## src/rtl/keypad_scan_debounce.sv

```systemverilog
// 4x4 active-low keypad scanner with press/release debounce; one new_key strobe per accepted press.
// Press latency at most 2 + 4*SCAN_CYCLES + DEBOUNCE_CYCLES + 1 cycles; no backpressure, strobe is fire-and-forget.
module keypad_scan_debounce #(
  parameter int SCAN_CYCLES     = 50000,
  parameter int DEBOUNCE_CYCLES = 500000
) (
  input  logic        clk,
  input  logic        reset,
  input  logic [3:0]  rows,
  output logic [3:0]  cols,
  output logic        new_key,
  output logic [15:0] key_pressed_value
);

  localparam int SW = $clog2(SCAN_CYCLES);
  localparam int DW = $clog2(DEBOUNCE_CYCLES);
  localparam logic [SW-1:0] SCAN_LAST = SW'(SCAN_CYCLES - 1);
  localparam logic [DW-1:0] DB_LAST   = DW'(DEBOUNCE_CYCLES - 1);

  typedef enum logic [1:0] {
    SCAN       = 2'd0,
    PRESS_DB   = 2'd1,
    HELD       = 2'd2,
    RELEASE_DB = 2'd3
  } state_t;

  state_t        state, state_nxt;
  logic [3:0]    rows_meta, rs;
  logic [1:0]    col, col_nxt;
  logic [1:0]    row_sel, hit_row;
  logic [SW-1:0] dwell_cnt;
  logic [DW-1:0] db_cnt;
  logic [3:0]    col_dec;

  logic rs_row, any_row, dwell_done, db_done;
  logic dwell_clr, dwell_inc, db_clr, db_inc;
  logic col_adv, row_latch, strobe;

  assign rs_row     = rs[row_sel];
  assign any_row    = ~&rs;
  assign dwell_done = (dwell_cnt == SCAN_LAST);
  assign db_done    = (db_cnt == DB_LAST);

  // Lowest-index pressed row wins within the scanned column.
  always_comb begin
    hit_row = 2'd0;
    for (int i = 3; i >= 0; i--) begin
      if (!rs[i]) hit_row = 2'(i);
    end
  end

  always_ff @(posedge clk) begin
    if (reset) state <= SCAN;
    else       state <= state_nxt;
  end

  always_comb begin
    state_nxt = state;
    case (state)
      SCAN:       if (dwell_done && any_row) state_nxt = PRESS_DB;
      PRESS_DB:   if (rs_row) state_nxt = SCAN;
                  else if (db_done) state_nxt = HELD;
      HELD:       if (rs_row) state_nxt = RELEASE_DB;
      RELEASE_DB: if (!rs_row) state_nxt = HELD;
                  else if (db_done) state_nxt = SCAN;
      default:    state_nxt = SCAN;
    endcase
  end

  // Counter and datapath controls; dwell is parked at 0 outside SCAN so an abort restarts the column cleanly.
  always_comb begin
    dwell_clr = 1'b0;
    dwell_inc = 1'b0;
    db_clr    = 1'b0;
    db_inc    = 1'b0;
    col_adv   = 1'b0;
    row_latch = 1'b0;
    strobe    = 1'b0;
    case (state)
      SCAN: begin
        if (dwell_done) begin
          dwell_clr = 1'b1;
          if (any_row) begin
            row_latch = 1'b1;
            db_clr    = 1'b1;
          end else begin
            col_adv = 1'b1;
          end
        end else begin
          dwell_inc = 1'b1;
        end
      end
      PRESS_DB: begin
        dwell_clr = 1'b1;
        if (rs_row) begin
          db_clr = 1'b1;
        end else if (db_done) begin
          strobe = 1'b1;
          db_clr = 1'b1;
        end else begin
          db_inc = 1'b1;
        end
      end
      HELD: begin
        dwell_clr = 1'b1;
        db_clr    = 1'b1;
      end
      RELEASE_DB: begin
        dwell_clr = 1'b1;
        if (!rs_row) begin
          db_clr = 1'b1;
        end else if (db_done) begin
          col_adv = 1'b1;
          db_clr  = 1'b1;
        end else begin
          db_inc = 1'b1;
        end
      end
      default: begin
        dwell_clr = 1'b1;
        db_clr    = 1'b1;
      end
    endcase
  end

  assign col_nxt = col_adv ? col + 2'd1 : col;
  assign col_dec = 4'b0001 << col_nxt;

  always_ff @(posedge clk) begin
    if (reset) begin
      rows_meta         <= 4'hF;
      rs                <= 4'hF;
      col               <= 2'd0;
      cols              <= 4'b1110;
      row_sel           <= 2'd0;
      dwell_cnt         <= '0;
      db_cnt            <= '0;
      new_key           <= 1'b0;
      key_pressed_value <= 16'h0000;
    end else begin
      rows_meta <= rows;
      rs        <= rows_meta;
      col       <= col_nxt;
      cols      <= ~col_dec;
      if (row_latch) row_sel <= hit_row;
      if (dwell_clr)      dwell_cnt <= '0;
      else if (dwell_inc) dwell_cnt <= dwell_cnt + SW'(1);
      if (db_clr)      db_cnt <= '0;
      else if (db_inc) db_cnt <= db_cnt + DW'(1);
      new_key <= strobe;
      if (strobe) key_pressed_value <= 16'h0001 << {row_sel, col};
    end
  end

endmodule

```

## config.mk

```make
export PLATFORM = sky130hd
export DESIGN_NAME = keypad_scan_debounce
export DESIGN_NICKNAME = d
export VERILOG_FILES = /design/src/rtl/keypad_scan_debounce.sv
export SDC_FILE = /design/constraint.sdc
export NUM_CORES = 1
export LEC_CHECK = 0
export ABC_AREA = 1
export CORE_UTILIZATION = 40
export CTS_CLUSTER_SIZE = 12
export DETAILED_ROUTE_END_ITERATION = 8
export PLACE_DENSITY_LB_ADDON = 0.15
export SKIP_LAST_GASP = 1
export SYNTH_ARGS = -nofsm -noshare
export SYNTH_HDL_FRONTEND = slang
export SYNTH_SLANG_ARGS = --single-unit
export TNS_END_PERCENT = 100
```

## constraint.sdc

```tcl
create_clock -name clk -period 2.1 [get_ports clk]
set_input_delay 0.63 -clock clk [delete_from_list [all_inputs] [get_ports clk]]
set_output_delay 0.63 -clock clk [all_outputs]
set_load 0.01 [all_outputs]
```

==> results.yml, run 1 <==
status:
  outcome: "complete, no violations"
timing:
  period_needed_ns: 1.86
  setup_tns_ns: 0
  max_freq_ghz: 0.539
  worst_slew_pin_slew_ns: 0.424
  slew_violations: 0
  setup_viol_count_final: 0
  final.setup_skew_ns: 0.0144
  relSlewSlack_pct: 71.6
  final-hold-violation-count: 0
  period_share_pct: 88.4
  hold_slack_ns: 0.416
  rsz0062_at_grt: "false"
power:
  vdd_drop_max_mv: 0.360
  power_leakage_nw: 1.69
  p_per_area_nw_per_um2: 585
clock_network:
  cts_tree: "built"
  root_buffer: "clkbuf_8"
  cts_post_setup_buffers_inserted: 0
  clockBufferDepth: 2
  clk_latency_ns: 0.34
  clk_pin_slew_ns: 0.08
  cts_resized: 0
  htree_levels: 3
  cts_hold_buf: 0
  cts.sinks: 70
  numCtsBuffers: 9
job:
  maxCapViolations: 0
critical_path:
  worstPathRequired_ns: 2.35
  cp-start-kind: "flop"
  crit_path_end_kind: "flop"
  critical_path.max_fanout: 17
  crit_arrival_ns: 2.11
  path_class: "flop to flop"
route:
  viasPerCell: 4.71
  antenna_left: 0
  dr.pass1.iters: 5
  drc: 0
  drtIter0Drc: 104
  num_vias: 3429
  wire_per_inst_um: 11.7
  wirelength_mm: 8.51
yosys:
  avgSynthCellArea_um2: 6.88
  syn_inst: 562
  ys_async_sr_fraction_pct: 0
  yosysUniqueCellTypes: 36
  yosysWarnings: 0
  synth.cell_area_um2: 3860
  synth_area_leaders: "dfxtp_1 36%, nand2_1 12%, nand3_1 8.3%"
  synth.yosys.seq_area_share_pct: 36.3
  synth_most_common_cell: "nand2_1"
  synth_flop_cell: "dfxtp_1"
  synth_area_leader_cell: "dfxtp_1"
  ys_ff_latch: 70
  synth-edff-count: 0
  synthTopCellsByCount: "126 x nand2_1, 73 x nor2_1, 70 x dfxtp_1, 64 x nand3_1, 54 x inv_1"
  synth_top_area_share_pct: 36.3
  syn_nets: 579
place:
  io_buffers: 26
  dpl.hpwl_mm: 6.28
  place_congestion: 0.891
grt:
  antenna_found_initial: 0
  track_usage_pct: 18.9
  grt_start_max_net_pins: 29
  overflow: 0
  grt_pass1_vias: 3383
  grt_first_pass_wirelength_mm: 15.3
floorplanning:
  fp.dieH_um: 100
  die_area_um2: 10100
  num_rows: 35
  pin_count: 27
  die-width_um: 100
  initial_utilization_pct: 41.6
  fp.coreArea_um2: 9280
cells_and_area:
  drive_gt1_share_pct: 13.2
  regArea_um2: 1400
  insertedDiodeCount: 0
  fillers: 985
  multi_input_area_um2: 2080
  syn2layout_area_growth_pct: 15.3
  finalNetCount: 611
hold_path:
  min_path_type: "flop to flop"
## where the power goes
group / leakage, nW / internal, mW / switching, mW
Clock: 0.106 / 0.667 / 0.517
Sequential: 0.566 / 1.34 / 0.00826
Combinational: 1.02 / 0.0297 / 0.0455
Total: 1.69 / 2.04 / 0.571
## flip-flops by register name, summed over array words and instances, names as in the netlist, named ones only
register           cells
db_cnt                19
dwell_cnt             16
key_pressed_value     16
cols                   4
rows_meta              4
rs                     4
col                    2
row_sel                2
new_key                1
state                  1
## cell families (layout without fill, tap and decap cells)
kind of cell,after synthesis,after routing,share of synthesized area [%]
fa+ha+maj,11,11,3.56
buf+inv,85,122,9.94
compound gates,59,59,8.29
flops,70,70,36.3
xor+xnor,18,18,4.08
simple gates,319,319,37.9
## metal layers
metal / global-route usage (%) / up-vias / wire, µm
met5: 0 / - / 0
met4: 6.02 / 0 / 51
met3: 4.39 / 4 / 253
met2: 30.7 / 40 / 3870
met1: 24.8 / 1545 / 4330
li1: - / 1840 / -
## cell type report
cell class,instances,area share [%]
Tap cell,129,3.62
Inverter,71,6.15
Multi-Input combinational cell,407,46.6
Clock inverter,6,1.94
Sequential cell,70,31.4
Timing Repair Buffer,35,7.35
Clock buffer,10,2.86
## stage by stage
stage               instance area [µm²]  cells  setup WS [ns]  total power [mW]  util (%)
floorplan                          3860    562          0.435              1.43         -
global placement                   4240    712          0.204              1.45      45.7
detailed placement                 4240    712          0.143              1.45      45.7
CTS                                4460    728          0.208              2.65      48.0
global route                       4460    728         0.0424              2.72      48.0
finish                             4460    728          0.243              2.61      48.0
## worst paths after layout
kind | startpoint | to | slack [ns] | depth (start not counted)
hold reg to reg | rows_meta[2] | rs[2] | 0.42 | 1
setup reg to reg | db_cnt[0] | key_pressed_value[0] | 0.24 | 7
hold / removal | rows_meta[2] | rs[2] | 0.42 | 1
setup / recovery | db_cnt[0] | key_pressed_value[0] | 0.24 | 7
## critical path, stage by stage, from the launching register on
cell and delay [ns]:
dfxtp_1 0.41, ha_1 0.22, inv_2 0.08, nor2_8 0.17
nand3_2 0.11, nor2_4 0.13, nand4_2 0.35, o21ai_0 0.29
## placed cells by master, fill, tap and decap left out, drive strengths merged
master / synthesis / layout
a21oi: 16 / 16
ha: 11 / 11
clkbuf: 3 / 10
nand2: 141 / 141
clkinv: 2 / 5
clkinvlp: 0 / 1
nor3: 8 / 8
nor2: 81 / 81
or2: 8 / 8
and2: 2 / 2
a21boi: 2 / 2
nand3b: 1 / 1
dfxtp: 70 / 70
o22ai: 1 / 1
nand3: 68 / 68
nand4: 10 / 10
bufinv: 0 / 2
xnor2: 4 / 4
buf: 11 / 9
o32ai: 1 / 1
o21ai: 39 / 39
inv: 69 / 69
xor2: 14 / 14
clkdlybuf4s50: 0 / 26
Note: power is estimated with default switching activity, not from simulation.
==> run 2: changes to the inputs <==
ABC_AREA = not set   (was 1)
clock period = 1.8 ns   (was 2.1 ns; I/O delays follow)
==> results.yml, run 2 <==
status:
  outcome: "finished with violations"
  failed_checks: "negative setup slack"
route:
  wire_per_inst_um: 15.3
  num_vias: 3021
  drc: 0
  wirelength_mm: 8.71
  viasPerCell: 5.30
  drtIter0Drc: 121
  dr.pass1.iters: 4
  antenna_left: 0
yosys:
  synth_area_leaders: "dfxtp_1 43%, a22o_1 4.3%, ha_1 4.2%"
  yosysUniqueCellTypes: 50
  ys_ff_latch: 70
  synth_area_leader_cell: "dfxtp_1"
  synth-compound-area-share_pct: 18.0
  synth_top_area_share_pct: 43.1
  syn_nets: 356
  yosys.area_share.xor_xnor_pct: 5.12
  muxShareOfSynthArea_pct: 2.85
  synth_top_family_by_area: "simple AND/OR/NAND/NOR gates"
  synth.cell_area_um2: 3250
  ys_async_sr_fraction_pct: 0
  synthSimpleGateAreaFrac_pct: 23.2
  synth_fa_ha_area_share_pct: 4.23
  synth_flop_cell: "dfxtp_1"
  synth_most_common_cell: "dfxtp_1"
  synthTopCellsByCount: "70 x dfxtp_1, 26 x nor2_1, 16 x a22o_1, 16 x nand2_1, 15 x nand3_1"
  synth-edff-count: 0
  syn_inst: 339
  avgSynthCellArea_um2: 9.60
  synth.yosys.seq_area_share_pct: 43.1
  yosysWarnings: 0
grt:
  track_usage_pct: 20.7
  antenna_found_initial: 0
  overflow: 0
  grt_first_pass_wirelength_mm: 13.9
  grt_start_max_net_pins: 30
  grt_pass1_vias: 3029
power:
  p_total_mw: 3.25
  p_per_area_nw_per_um2: 635
  vdd_drop_max_mv: 0.546
  power_leakage_nw: 2.17
critical_path:
  critPathSlowestCell: "mux4_2"
  worstPathRequired_ns: 2.07
  critical_path.max_fanout: 13
  cp_num_buf_inv: 1
  crit_path_end_kind: "flop"
  path_class: "flop to flop"
  crit_arrival_ns: 2.45
  cp-start-kind: "flop"
  crit_family: "multiplexers"
  max_stage_delay_ns: 0.52
  crit_chain: "mux4_2 > mux2i_2 > a21o_4 > buf_12 > or4_1 > a211oi_2"
clock_network:
  cts.sinks: 70
  clockBufferDepth: 2
  clk_pin_slew_ns: 0.08
  cts_tree: "built"
  htree_levels: 3
  numCtsBuffers: 9
  cts_hold_buf: 0
  root_buffer: "clkbuf_8"
  clk_latency_ns: 0.35
place:
  place_congestion: 0.851
  dpl.hpwl_mm: 5.48
  post-place-ws_ns: -0.331
  io_buffers: 26
timing:
  slew_violations: 0
  final-hold-violation-count: 0
  hold_slack_ns: 0.409
  max_freq_ghz: 0.459
  relSlewSlack_pct: 73.3
  setup_slack_ns: -0.377
  setup_tns_ns: -12.41
  rsz0062_at_grt: "true"
  period_needed_ns: 2.18
  final.setup_skew_ns: 0.00873
  worst_slew_pin_slew_ns: 0.399
  setup_viol_count_final: 43
  period_share_pct: 121
cells_and_area:
  drive_gt1_share_pct: 40.6
  reg.largest.list: "db_cnt x19, dwell_cnt x16, key_pressed_value x16"
  top_register: "db_cnt"
  insertedDiodeCount: 0
  final_cell_mix: "81 x buf_4, 63 x dfxtp_1, 23 x nor2_1"
  final_common_cell: "buf_4"
  syn2layout_area_growth_pct: 57.3
  largest_register_ffs: 19
  finalNetCount: 480
floorplanning:
  die_area_um2: 8500
  fp.coreArea_um2: 7810
  initial_utilization_pct: 41.7
  pin_count: 27
  num_rows: 32
  fp.dieH_um: 92.2
  die-width_um: 92.2
job:
  maxCapViolations: 0
hold_path:
  min_path_type: "flop to flop"
==> run 2: cell families after synthesis <==
| group | after synthesis |
|---|---|
| flip-flops | 70 |
| AND/OR/NAND/NOR | 132 |
| adder cells (fa/ha/maj) | 11 |
| multiplexers | 8 |
| buffers and inverters | 24 |
| AO/OA/AOI/OAI | 75 |
| XOR/XNOR | 19 |
==> run 2: final cells by class <==
type	instances	area [µm²]
Clock buffer	10	138
Fill cell	649	2690
Timing Repair Buffer	128	1220
Tap cell	102	128
Multi-Input combinational cell	245	2070
Inverter	9	33.8
Sequential cell	70	1410
Clock inverter	6	109
==> run 2: per-layer routing <==
layer / GRT usage [%] / part of all wire [%] / up-vias
met5: 0 / 0 / -
met4: 9.11 / 0.87 / 0
met3: 5.22 / 2.7 / 12
met2: 34.1 / 50 / 46
met1: 25.5 / 47 / 1435
li1: - / - / 1528
==> run 2: path summary, 6_finish.rpt <==
kind | startpoint | to | slack (ns) | cells after the start
setup / recovery | row_sel[0] | db_cnt[12] | -0.38 | 6
hold / removal | rows_meta[0] | rs[0] | 0.41 | 1
setup reg to reg | row_sel[0] | db_cnt[12] | -0.38 | 6
hold reg to reg | rows_meta[0] | rs[0] | 0.41 | 1
==> run 2: worst reg2reg max path, delay by kind of cell, from the launching register on <==
family	cells	cell delay (ns)
AOI/OAI and AO/OA	2	0.41
buffers and inverters	1	0.14
DFF	1	0.34
muxes	2	0.71
and+or+nand+nor	1	0.50
==> run 2: report_power, final <==
group	internal, mW	total, mW	leakage (nW)	switching (mW)
combinational	0.0568	0.117	1.48	0.0600
clock	0.956	1.56	0.126	0.606
sequential	1.56	1.57	0.570	0.00653
total	2.57	3.25	2.17	0.672
==> run 2: repair_timing <==
action	in CTS	in global routing
gates cloned	3	2
pin swaps	26	19
gates resized for setup	29	59
setup endpoints to repair	45	70
buffers inserted	6	11
==> run 2: metrics by stage <==
step	cells	util, %	cell area (µm²)
after CTS	559	61.0	4760
after detailed placement	534	55.3	4320
after global routing	570	65.5	5120
final	570	65.5	5120
after global placement	534	55.3	4320
after floorplan	339	-	3350
==> run 3: changes to the inputs <==
GPL_ROUTABILITY_DRIVEN = 0   (was not set)
==> results of run 3 <==
Final layout, timing and power as in run 2 (identical DEF).
